File: config.mk
export PLATFORM = sky130hd
export DESIGN_NAME = abc_pattern_sequencer
export DESIGN_NICKNAME = d
export VERILOG_FILES = /design/src/rtl/abc_pattern_sequencer.sv
export SDC_FILE = /design/constraint.sdc
export NUM_CORES = 1
export LEC_CHECK = 0
export CORE_MARGIN = 2
export CORE_UTILIZATION = 50
export DETAILED_ROUTE_END_ITERATION = 8
export GPL_TIMING_DRIVEN = 0
export HOLD_SLACK_MARGIN = 0.1
export PLACE_DENSITY = 0.74
export REMOVE_ABC_BUFFERS = 1
export SYNTH_ARGS = -nofsm -noshare
export SYNTH_HDL_FRONTEND = slang
export SYNTH_SLANG_ARGS = --single-unit
File: constraint.sdc
create_clock -name clk -period 4.85 [get_ports clk]
set_input_delay 0.97 -clock clk [delete_from_list [all_inputs] [get_ports clk]]
set_output_delay 0.97 -clock clk [all_outputs]
set_load 0.005 [all_outputs]
File: src/rtl/abc_pattern_sequencer.sv
// -----------------------------------------------------------------------------
// abc_pattern_sequencer
//
// Purpose:
//   Sequential stimulus source for the 3-input combinational lab stage. On a
//   start request it walks {a,b,c} through all eight patterns in a fixed
//   order. Step k is held for DWELL_BASE*(k+1) cycles, so an uninterrupted
//   sweep lasts DWELL_BASE*36 cycles. A one-cycle done pulse marks the end of
//   every sweep so a controller or checker can bracket it.
//
// Configuration macro:
//   SEQ_GRAY_EN  - when defined, patterns follow Gray order
//                  (000,001,011,010,110,111,101,100) so exactly one of a/b/c
//                  toggles per step. When undefined, patterns are the binary
//                  step index. Dwell timing is identical in both builds, and
//                  step_o always reports the binary index.
//
// Parameters:
//   DWELL_BASE - base dwell in cycles (>= 1)
//   CNT_W      - dwell counter width; 2**CNT_W must exceed 8*DWELL_BASE
//
// Ports:
//   clk      in   system clock, rising edge
//   rst_n    in   synchronous active-low reset
//   start_i  in   level; starts a sweep when sampled high in IDLE
//   hold_i   in   pause; freezes counter, step and outputs while in RUN
//   a,b,c    out  pattern bits (a = MSB) to the lab stage
//   valid_o  out  high while a/b/c carry a sweep pattern
//   step_o   out  current binary step index 0..7
//   busy_o   out  high in RUN and DONE
//   done_o   out  one-cycle pulse when the sweep ends
//   state_o  out  FSM state for observation (0=IDLE, 1=RUN, 2=DONE)
//
// Handshake:
//   start_i is a level request. It is honoured only on an edge where the FSM
//   is in IDLE; in RUN or DONE it is ignored (no restart, no queuing). Once
//   accepted, busy_o rises with the first pattern and stays high through the
//   DONE cycle; done_o pulses for that single DONE cycle, and busy_o falls on
//   the following edge when the FSM returns to IDLE. The earliest restart is
//   therefore the edge after IDLE is re-entered.
//
// All outputs are registered; there is no combinational input-to-output path.
// -----------------------------------------------------------------------------
module abc_pattern_sequencer #(
  parameter int DWELL_BASE = 10,
  parameter int CNT_W      = 10
) (
  input  logic       clk,
  input  logic       rst_n,
  input  logic       start_i,
  input  logic       hold_i,
  output logic       a,
  output logic       b,
  output logic       c,
  output logic       valid_o,
  output logic [2:0] step_o,
  output logic       busy_o,
  output logic       done_o,
  output logic [1:0] state_o
);

  // ---------------------------------------------------------------------------
  // FSM encoding
  // ---------------------------------------------------------------------------
  localparam logic [1:0] ST_IDLE = 2'd0;
  localparam logic [1:0] ST_RUN  = 2'd1;
  localparam logic [1:0] ST_DONE = 2'd2;

  localparam logic [2:0] LAST_STEP = 3'd7;

  // ---------------------------------------------------------------------------
  // Registered state
  // ---------------------------------------------------------------------------
  logic [1:0]       state_q, state_d;
  logic [2:0]       step_q,  step_d;
  logic [CNT_W-1:0] cnt_q,   cnt_d;
  logic [2:0]       abc_q,   abc_d;
  logic             valid_q, valid_d;
  logic             busy_q,  busy_d;
  logic             done_q,  done_d;

  // ---------------------------------------------------------------------------
  // Pattern code for a step index. The Gray variant guarantees a single-bit
  // change at every step boundary, which keeps the lab stage from seeing
  // multi-input glitches while the sweep advances.
  // ---------------------------------------------------------------------------
  function automatic logic [2:0] step_code(input logic [2:0] k);
`ifdef SEQ_GRAY_EN
    return k ^ (k >> 1);
`else
    return k;
`endif
  endfunction

  // ---------------------------------------------------------------------------
  // Dwell bookkeeping
  //
  // The counter restarts at 0 on every step, so the terminal count for step k
  // is DWELL_BASE*(k+1)-1. The product is formed at 32 bits and then narrowed;
  // the CNT_W legality bound guarantees the largest value (8*DWELL_BASE-1)
  // fits in the counter.
  // ---------------------------------------------------------------------------
  logic [CNT_W-1:0] dwell_last;
  logic             dwell_end;
  logic [2:0]       step_inc;

  assign dwell_last = CNT_W'(DWELL_BASE * (32'(step_q) + 32'd1) - 1);
  assign dwell_end  = (cnt_q == dwell_last);
  assign step_inc   = step_q + 3'd1;

  // ---------------------------------------------------------------------------
  // Next-state logic
  // ---------------------------------------------------------------------------
  always_comb begin
    // Default: hold everything. done is a pulse, so it defaults low.
    state_d = state_q;
    step_d  = step_q;
    cnt_d   = cnt_q;
    abc_d   = abc_q;
    valid_d = valid_q;
    busy_d  = busy_q;
    done_d  = 1'b0;

    case (state_q)
      ST_IDLE: begin
        if (start_i) begin
          state_d = ST_RUN;
          step_d  = 3'd0;
          cnt_d   = '0;
          abc_d   = step_code(3'd0);
          valid_d = 1'b1;
          busy_d  = 1'b1;
        end
      end

      ST_RUN: begin
        // hold_i freezes the whole datapath; because nothing moves, the dwell
        // resumes exactly where it stopped once hold_i drops.
        if (!hold_i) begin
          if (dwell_end) begin
            cnt_d = '0;
            if (step_q == LAST_STEP) begin
              // Sweep complete: blank the pattern and announce it.
              state_d = ST_DONE;
              step_d  = 3'd0;
              abc_d   = 3'b000;
              valid_d = 1'b0;
              done_d  = 1'b1;
            end else begin
              step_d = step_inc;
              abc_d  = step_code(step_inc);
            end
          end else begin
            cnt_d = cnt_q + 1'b1;
          end
        end
      end

      ST_DONE: begin
        // Single-cycle state; start_i here is deliberately not sampled.
        state_d = ST_IDLE;
        busy_d  = 1'b0;
      end

      default: begin
        // Unreachable encoding: fall back to reset values.
        state_d = ST_IDLE;
        step_d  = 3'd0;
        cnt_d   = '0;
        abc_d   = 3'b000;
        valid_d = 1'b0;
        busy_d  = 1'b0;
      end
    endcase
  end

  // ---------------------------------------------------------------------------
  // State and output registers (synchronous active-low reset)
  // ---------------------------------------------------------------------------
  always_ff @(posedge clk) begin
    if (!rst_n) begin
      state_q <= ST_IDLE;
      step_q  <= 3'd0;
      cnt_q   <= '0;
      abc_q   <= 3'b000;
      valid_q <= 1'b0;
      busy_q  <= 1'b0;
      done_q  <= 1'b0;
    end else begin
      state_q <= state_d;
      step_q  <= step_d;
      cnt_q   <= cnt_d;
      abc_q   <= abc_d;
      valid_q <= valid_d;
      busy_q  <= busy_d;
      done_q  <= done_d;
    end
  end

  // ---------------------------------------------------------------------------
  // Outputs
  // ---------------------------------------------------------------------------
  assign a       = abc_q[2];
  assign b       = abc_q[1];
  assign c       = abc_q[0];
  assign valid_o = valid_q;
  assign step_o  = step_q;
  assign busy_o  = busy_q;
  assign done_o  = done_q;
  assign state_o = state_q;

endmodule

### Word level (Yosys, flattened, before mapping)

Cells that the tools add are included.

| cells by class | value |
|---|---|
| add/subtract/negate cells | 4 |
| multipliers | 1 |
| equality and inequality tests | 8 |
| muxes and demuxes | 21 |
| bitwise operators | 4 |
| reduce and logical (&&, ||, !) cells | 7 |

Operator list:

| kind | count |
|---|---|
| $mux 10 | 3 |
| $pmux 10 s3 | 1 |
| $mux 3 | 4 |
| $add 10x1->10 const B | 1 |
| $eq 10x10->1 | 1 |
| $pmux 3 s3 | 1 |
| $sub 8x1->9 const B | 1 |
| $mux 2 | 4 |
| $ne 2x2->1 const B | 4 |
| $reduce_and 4->1 | 2 |
| $mul 3x4->7 const A | 1 |
| $mux 1 | 5 |
| $reduce_and 5->1 | 1 |
| $add 3x1->4 const B | 1 |
| $not 1->1 | 4 |
| $pmux 2 s2 | 1 |
| $reduce_or 4->1 | 1 |
| $add 3x1->3 const B | 1 |
| $eq 3x3->1 const B | 1 |
| $pmux 1 s3 | 1 |
| $reduce_and 3->1 | 1 |
| $eq 2x1->1 const B | 1 |
| $eq 2x2->1 const B | 1 |
| $logic_not 2->1 | 1 |
| other kinds (2) | 2 |

| word-level totals | value |
|---|---|
| bits in registers | 18 |
| input bits | 4 |
| output and inout bits | 11 |

### Depth between registers and ports, before layout

Gate-level depths: netlist of the first run.

| logic depth | value |
|---|---|
| depth in word-level cells | 7 |
| gate-level depth with buffers | 11 |
| depth with buffers taken out | 10 |

### Least setup slack after synthesis of the first run

Ideal clock, no wire load.

| path | value |
|---|---|
| kind | register to register |
| start | reg, netlist name abc_q[0] |
| end | reg abc_q[0] |
| arrival | 3,606 ps |
| data required time | 4,778 ps |
| slack | 1,172 ps |
| stages on the path, launching flop included | 12 |
| buffers on the path | 1 |
| clock period less this slack | 3,678 ps |
| path through | dfxtp_1 -> ha_1 -> ha_1 -> ha_1 -> ha_1 -> nor3b_2 -> xnor3_1 -> or4_1 -> or4_1 -> buf_2 -> or4_4 -> mux2i_1 |

RTL lines:

| item | line | text |
|---|---|---|
| end signal: assignment | 185 | `abc_q <= 3'b000;` |
| end signal: assignment | 193 | `abc_q <= abc_d;` |
| end: declaration | 77 | `logic [2:0] abc_q, abc_d;` |

==> results by group, run 1 <==
Placement
  – Gpl congestion: a little under 0.9
  – Port Buf Inserts: 14
  – Pre-CTS setup slack: ~390 ps
  – Dpl hpwl: 1690 um
  – DP Cell Count: 160

Detailed routing
  – Max Used Layer: met4
  – Final ANT Viol Nets: 0
  – WL met2: 1052 um
  – M1 WL: 1017 um
  – Drt total wl: 2226 um
  – Via-per-instance ratio: approximately 5.7
  – WL per Instance: 13.57 um
  – Met3 wire len: 132 um
  – Number of DRC markers in iteration 0: 31
  – First drt pass iteration count: 6
  – Number of remaining DRC errors: 0
  – Via count: between 900 and 1000

Pwr
  – Worst vdd ir: 0.0001437 V
  – Final Power: 273.5 uW
  – PwrDens: 216.0 nW/um2
  – Pleak: 0.4908 nW

Logic synthesis
  – Top cell type's share of synthesized area: 32.91%
  – Cell taking the most area after synthesis: dfxtp_1
  – Syn avg cell area: 8.689 um2
  – Synth top area cells: dfxtp_1, ha_1, xor2_1
  – Yosys cell types: 38
  – Post-synth top flop: dfxtp_1
  – Ys async rst share: 0%
  – EDFF count, synth: 0
  – Post-Syn Instances: ~130
  – Commonest cells post-synth: dfxtp_1, nor2_1, xor2_1
  – Most common cell in the netlist: dfxtp_1
  – Mapped Area: 1095 um2
  – Yosys warns: 0
  – Seq/Total Area, Yosys: 32.91%
  – Flop and latch count out of synthesis: 18

Clocking
  – Hold buffer count at CTS: 0
  – Htree depth: 1
  – Resize count post-CTS: 0
  – Clk buf depth: 2
  – Setup repair bufs after CTS: 0
  – Root Buffer: clkbuf_4
  – Clock latency at the later pin of the worst-skew pair: about 290 ps
  – TritonCTS clock tree: yes
  – Total CTS buffers: 3
  – Reg clk slew, reported paths: between 100 and 150 ps
  – Sink Count: 18

STA
  – Worst hold margin: 508.0 ps
  – Final worst slack: between 700 and 800 ps
  – Slew @ Worst Pin: a little under 900 ps
  – Relative slew slack: 41.34%
  – Tmin final: just over 4000 ps
  – Final Hold Fails: 0
  – Slew Limit Fails: 0
  – Unrepaired setup endpoints after global routing: no
  – Final setup viols: 0
  – Setup TNS: 0 ps
  – Max Clk Rate: 246.5 MHz
  – Final critical-path share of the clock period: 83.65%
  – Clock Skews: 4.017 ps

Critical path
  – Arr. time, crit path: approximately 4200 ps
  – Worst Path Required: 5000 ps
  – R2R Setup Slk: between 700 and 800 ps
  – Crit path kind: flip-flop to flip-flop
  – Worst R2R End: abc_q[0]
  – Startpoint type of the worst setup path: flip-flop
  – FF-to-FF path depth: 10
  – Crit-path max FO: 12
  – Worst Setup End Kind: flip-flop
  – R2r startpoint: abc_q[0]

GRT
  – GR Util All Layers: 19.17%
  – Vias in the first global route: 867
  – Global route overflow: 0
  – Global-route wire length before repair: between 3000 and 4000 um
  – Initial antenna violation count: 0
  – Largest net degree at the start of global routing: 13

Layout
  – Area growth syn-to-layout: 15.66%
  – Fin nets: roughly 150
  – Fill cells: 185
  – Share of layout cells above drive strength 1: 5.839%
  – Inserted Diodes: 0
  – Non-Filler Instances: ~160

Floorplanning
  – Core box area: 2022 um2
  – Total I/O pin count: 15
  – Die width: between 50 and 60 um
  – Die Y: 50.80 um
  – Die ar.: 2580 um2
  – Cell row count: 16
  – Initial core utilization: 54.15%

Min path
  – Hold Path Class: flip-flop to flip-flop
  – HP Start: busy_o
  – WHS Endpoint: busy_o
  – Hold depth: 2

Run status
  – Status: finished clean

Job
  – Max-cap violation count: 0
-- routing by layer --
layer / GRT usage [%] / vias up
li1: - / 462
met1: 24.86 / 442
met2: 32.46 / 31
met3: 3.571 / 4
met4: 5.405 / 0
met5: 0 / -
-- area by class of cell --
type | instances | area, um2 | area share [%]
Multi-Input combinational cell | 93 | 665.6 | 52.57
Sequential cell | 18 | 360.3 | 28.46
Timing Repair Buffer | 14 | 140.1 | 11.07
Clock buffer | 4 | 36.28 | 2.866
Tap cell | 27 | 33.78 | 2.668
Inverter | 8 | 30.03 | 2.372
-- sequential cells by signal, summed over array words and instances (netlist names) --
name     count
abc_q        3
busy_o       1
cnt_q       10
done_o       1
state_o      2
valid_o      1
-- power breakdown --
group | switching, mW | internal, mW
logic | 0.0135 | 0.0114
registers | 0.00329 | 0.151
clock network | 0.0484 | 0.0458
-- placed cells by master (no fill, tap or decap), types with 5 or more instances in the layout --
master | Yosys | routed
inv_1 | 8 | 8
ha_1 | 7 | 7
xor2_1 | 10 | 10
xnor2_1 | 7 | 7
nand2_1 | 9 | 9
clkdlybuf4s50_1 | 0 | 14
nand3_1 | 5 | 5
dfxtp_1 | 18 | 18
a21oi_1 | 5 | 5
nor2_1 | 13 | 13
-- worst max-delay path, cell delays in order, from the launching register on --
cell and delay (ps):
dfxtp_1 490, ha_1 270, ha_1 280, ha_1 200
ha_1 320, nor3b_2 250, xnor3_1 340, or4_1 450
o41a_2 480, o21ai_1 690, mux2i_1 140
-- cell families (layout without fill, tap and decap cells) --
logic type                 count (synthesis)  count (layout)  share of synthesized area (%)
and+or+nand+nor                           49              49                          24.57
xor gates and xnor gates                  18              18                          15.66
DFF                                       18              18                          32.91
AOI/OAI and AO/OA                         17              17                          10.63
buffers and inverters                     15              26                          6.285
adders and majority gates                  7               7                          8.000
muxes                                      2               2                          1.943
-- per-stage QoR --
stage               util [%]  area (um2)
CTS                    62.62        1266
floorplan                  -        1056
finish                 62.62        1266
global route           62.62        1266
detailed placement     60.83        1230
global placement       60.83        1230
-- worst max-delay path by stage --
| stage | end | depth (start not counted) | slack (ps) | start |
|---|---|---|---|---|
| finish | abc_q[0] | 10 | 790 | abc_q[0] |
| global route | abc_q[1] | 10 | 510 | abc_q[0] |
| CTS | abc_q[0] | 10 | 350 | abc_q[0] |
| detailed placement | abc_q[0] | 10 | 390 | abc_q[0] |
| global placement | abc_q[1] | 10 | 510 | abc_q[0] |
| floorplan | abc_q[0] | 10 | 1020 | abc_q[0] |
Note: power is estimated with default switching activity, not from simulation.
==> run 2: changes to the inputs <==
Clock period 4.85 ns to 3.8 ns, I/O delays scaled along.
==> results by group, run 2 (synthesized netlist as in run 1, its figures left out) <==
Run status
  – Status: finished clean (unchanged)

Detailed routing
  – WL per Instance: 13.85 um (was 13.57 um)
  – Final ANT Viol Nets: 0 (unchanged)
  – First drt pass iteration count: 4 (was 6)
  – Via-per-instance ratio: 5.717 (was 5.726)
  – Number of DRC markers in iteration 0: 30 (was 31)
  – Number of remaining DRC errors: 0 (unchanged)
  – Drt total wl: 2299 um (was 2226 um)
  – Via count: 949 (was 939)

Floorplanning
  – Die Y: 50.80 um (unchanged)
  – Total I/O pin count: 15 (unchanged)
  – Cell row count: 16 (unchanged)
  – Core box area: 2022 um2 (unchanged)
  – Initial core utilization: 54.15% (unchanged)
  – Die width: 50.80 um (unchanged)
  – Die ar.: 2580 um2 (unchanged)

Min path
  – Hold depth: 2 (unchanged)
  – HP Start: busy_o (unchanged)
  – WHS Endpoint: busy_o (unchanged)
  – Hold Path Class: flip-flop to flip-flop (unchanged)

Pwr
  – Sw Pwr: 84.51 uW (was 65.11 uW)
  – Combinational Power Share: 9.3% (was 9.1%)
  – Switching share of power: 24.15% (was 23.81%)
  – Final Power: 349.9 uW (was 273.5 uW)
  – Worst vdd ir: 0.0001840 V (was 0.0001437 V)
  – Cell Int Power: 265.4 uW (was 208.4 uW)
  – Pleak: 0.5110 nW (was 0.4908 nW)
  – Flop pwr share: 56.1% (was 56.5%)
  – PwrDens: 268.4 nW/um2 (was 216.0 nW/um2)
  – Power share of the clock group: 34.5% (was 34.4%)

GRT
  – Met3 GRT Util: 3.571% (unchanged)
  – Grt met1 use: 24.86% (unchanged)
  – Busiest grt layer: met2 (unchanged)
  – Vias in the first global route: 867 (unchanged)
  – Largest net degree at the start of global routing: 13 (unchanged)
  – Initial antenna violation count: 0 (unchanged)
  – Met2 usage: 32.46% (unchanged)
  – Global-route wire length before repair: 3760 um (unchanged)
  – Global route overflow: 0 (unchanged)
  – GR Util All Layers: 19.17% (unchanged)

Critical path
  – Worst Path Required: 4030 ps (was 5000 ps)
  – Most frequent CP cell: ha_1 (unchanged)
  – Worst-path cell chain: ha_2, ha_1, ha_1, ha_1, nor3b_2, xnor3_1, or4_1, or4_4, or4_4, o22ai_1 (was ha_1, ha_1, ha_1, ha_1, nor3b_2, xnor3_1, or4_1, o41a_2, o21ai_1, mux2i_1)
  – Startpoint type of the worst setup path: flip-flop (unchanged)
  – R2R Setup Slk: 170 ps (was 790 ps)
  – CP Buf/Inv Count: 0 (unchanged)
  – Crit-path max FO: 8 (was 12)
  – Worst R2R End: abc_q[1] (was abc_q[0])
  – Max stage delay on crit path: 550 ps (was 690 ps)
  – Worst Setup End Kind: flip-flop (unchanged)
  – Arr. time, crit path: 3850 ps (was 4210 ps)
  – FF-to-FF path depth: 10 (unchanged)
  – R2r startpoint: abc_q[0] (unchanged)
  – Crit path kind: flip-flop to flip-flop (unchanged)
  – Worst path slowest cell: or4_4 (was o21ai_1)
  – CP top delay family: simple AND/OR/NAND/NOR gates (was compound AO/OA/AOI/OAI gates)

STA
  – Final Hold Fails: 0 (unchanged)
  – Unrepaired setup endpoints after global routing: no (unchanged)
  – Relative slew slack: 63.85% (was 41.34%)
  – Slew Limit Fails: 0 (unchanged)
  – Final critical-path share of the clock period: 95.40% (was 83.65%)
  – Final setup viols: 0 (unchanged)
  – Tmin final: 3625 ps (was 4057 ps)
  – Setup TNS: 0 ps (unchanged)
  – Slew @ Worst Pin: 542.2 ps (was 874.0 ps)
  – Max Clk Rate: 275.8 MHz (was 246.5 MHz)
  – Clock Skews: 6.047 ps (was 4.017 ps)
  – Final worst slack: 174.8 ps (was 792.8 ps)

Layout
  – Register area: 365.4 um2 (was 360.3 um2)
  – Non-Filler Instances: 166 (was 164)
  – Share of layout cells above drive strength 1: 11.51% (was 5.839%)
  – Inserted Diodes: 0 (unchanged)
  – Fill cells: 175 (was 185)
  – Area growth syn-to-layout: 19.09% (was 15.66%)
  – Post-Route Utilization: 64.48% (was 62.62%)
  – Fin nets: 151 (was 149)
  – Reg with most FFs: cnt_q (unchanged)
  – Area of the multi-input gates: 683.2 um2 (was 665.6 um2)
  – Max FFs per register: 10 (unchanged)
  – Most common cell after layout, fill and taps aside: dfxtp_1 (unchanged)
  – Commonest non-fill, non-tap cells in the layout: dfxtp_1, clkdlybuf4s50_1, nor2_1, xor2_1, nand2_1 (unchanged)

Placement
  – Pre-CTS setup slack: -661.7 ps (was 388.3 ps)
  – Gpl congestion: 0.8648 (unchanged)
  – DP Cell Count: 160 (unchanged)
  – Port Buf Inserts: 14 (unchanged)
  – Dpl hpwl: 1690 um (unchanged)

Job
  – Max-cap violation count: 0 (unchanged)

Clocking
  – Sink Count: 18 (unchanged)
  – Root Buffer: clkbuf_4 (unchanged)
  – Total CTS buffers: 3 (unchanged)
  – Clk buf depth: 2 (unchanged)
  – Reg clk slew, reported paths: 110 ps (about the same)
  – Htree depth: 1 (unchanged)
  – Hold buffer count at CTS: 0 (unchanged)
  – Clock latency at the later pin of the worst-skew pair: 290 ps (about the same)
  – TritonCTS clock tree: yes (unchanged)
[run 2: changes by cell type in the layout (fill, tap and decap cells not counted), sizes merged]
cell	previous run	this run
buf	0	2
[run 2: metal layers]
metal / part of all wire, % / wire (um) / up-vias
li1: - / - / 470
met1: 46 / 1057 / 455
met2: 48 / 1111 / 20
met3: 4.6 / 105 / 4
met4: 1.1 / 25 / 0
met5: 0 / 0 / -
[run 2: worst max-delay path by stage]
stage | startpoint | end | slack [ps] | cells after the start
CTS | abc_q[0] | abc_q[1] | 0.4 | 10
detailed placement | abc_q[0] | abc_q[0] | -660 | 10
floorplan | abc_q[0] | abc_q[0] | -30 | 10
finish | abc_q[0] | abc_q[1] | 170 | 10
global route | abc_q[0] | abc_q[1] | 20 | 10
global placement | abc_q[0] | abc_q[1] | -540 | 10
[run 2: what timing repair did]
item	4_1_cts	5_1_grt
endpoints found under the setup margin	13	12
setup buffers	1	1
hold endpoints to repair	0	0
pin swaps	1	4
gates resized for setup	5	3
[run 2: area by class of cell]
cell class	count	share of cell area, %
clock buffers	4	2.783
repair buffers	16	11.90
well taps	27	2.591
flip-flops and latches	18	28.02
inverters	8	2.303
multi-input cells	93	52.40
[run 2: tightest hold or removal path: cells and delay by family (launching register included)]
| family | cells | cell delay, ps |
|---|---|---|
| compound gates | 1 | 40 |
| simple gates | 1 | 80 |
| flops | 1 | 350 |
[run 2: through the flow]
step	hold WS (ps)	cell area (um2)
after floorplan	460.4	1056
after global placement	458.3	1230
after detailed placement	490.6	1230
after CTS	521.7	1284
after global routing	542.5	1304
final	508.7	1304
[run 2: power groups by stage]
stage | Clock (mW) | Combinational, mW | Sequential (mW)
floorplan | 0 | 0.0170 | 0.201
global placement | 0 | 0.0307 | 0.201
detailed placement | 0 | 0.0317 | 0.201
CTS | 0.122 | 0.0327 | 0.197
global route | 0.132 | 0.0355 | 0.197
finish | 0.121 | 0.0327 | 0.196
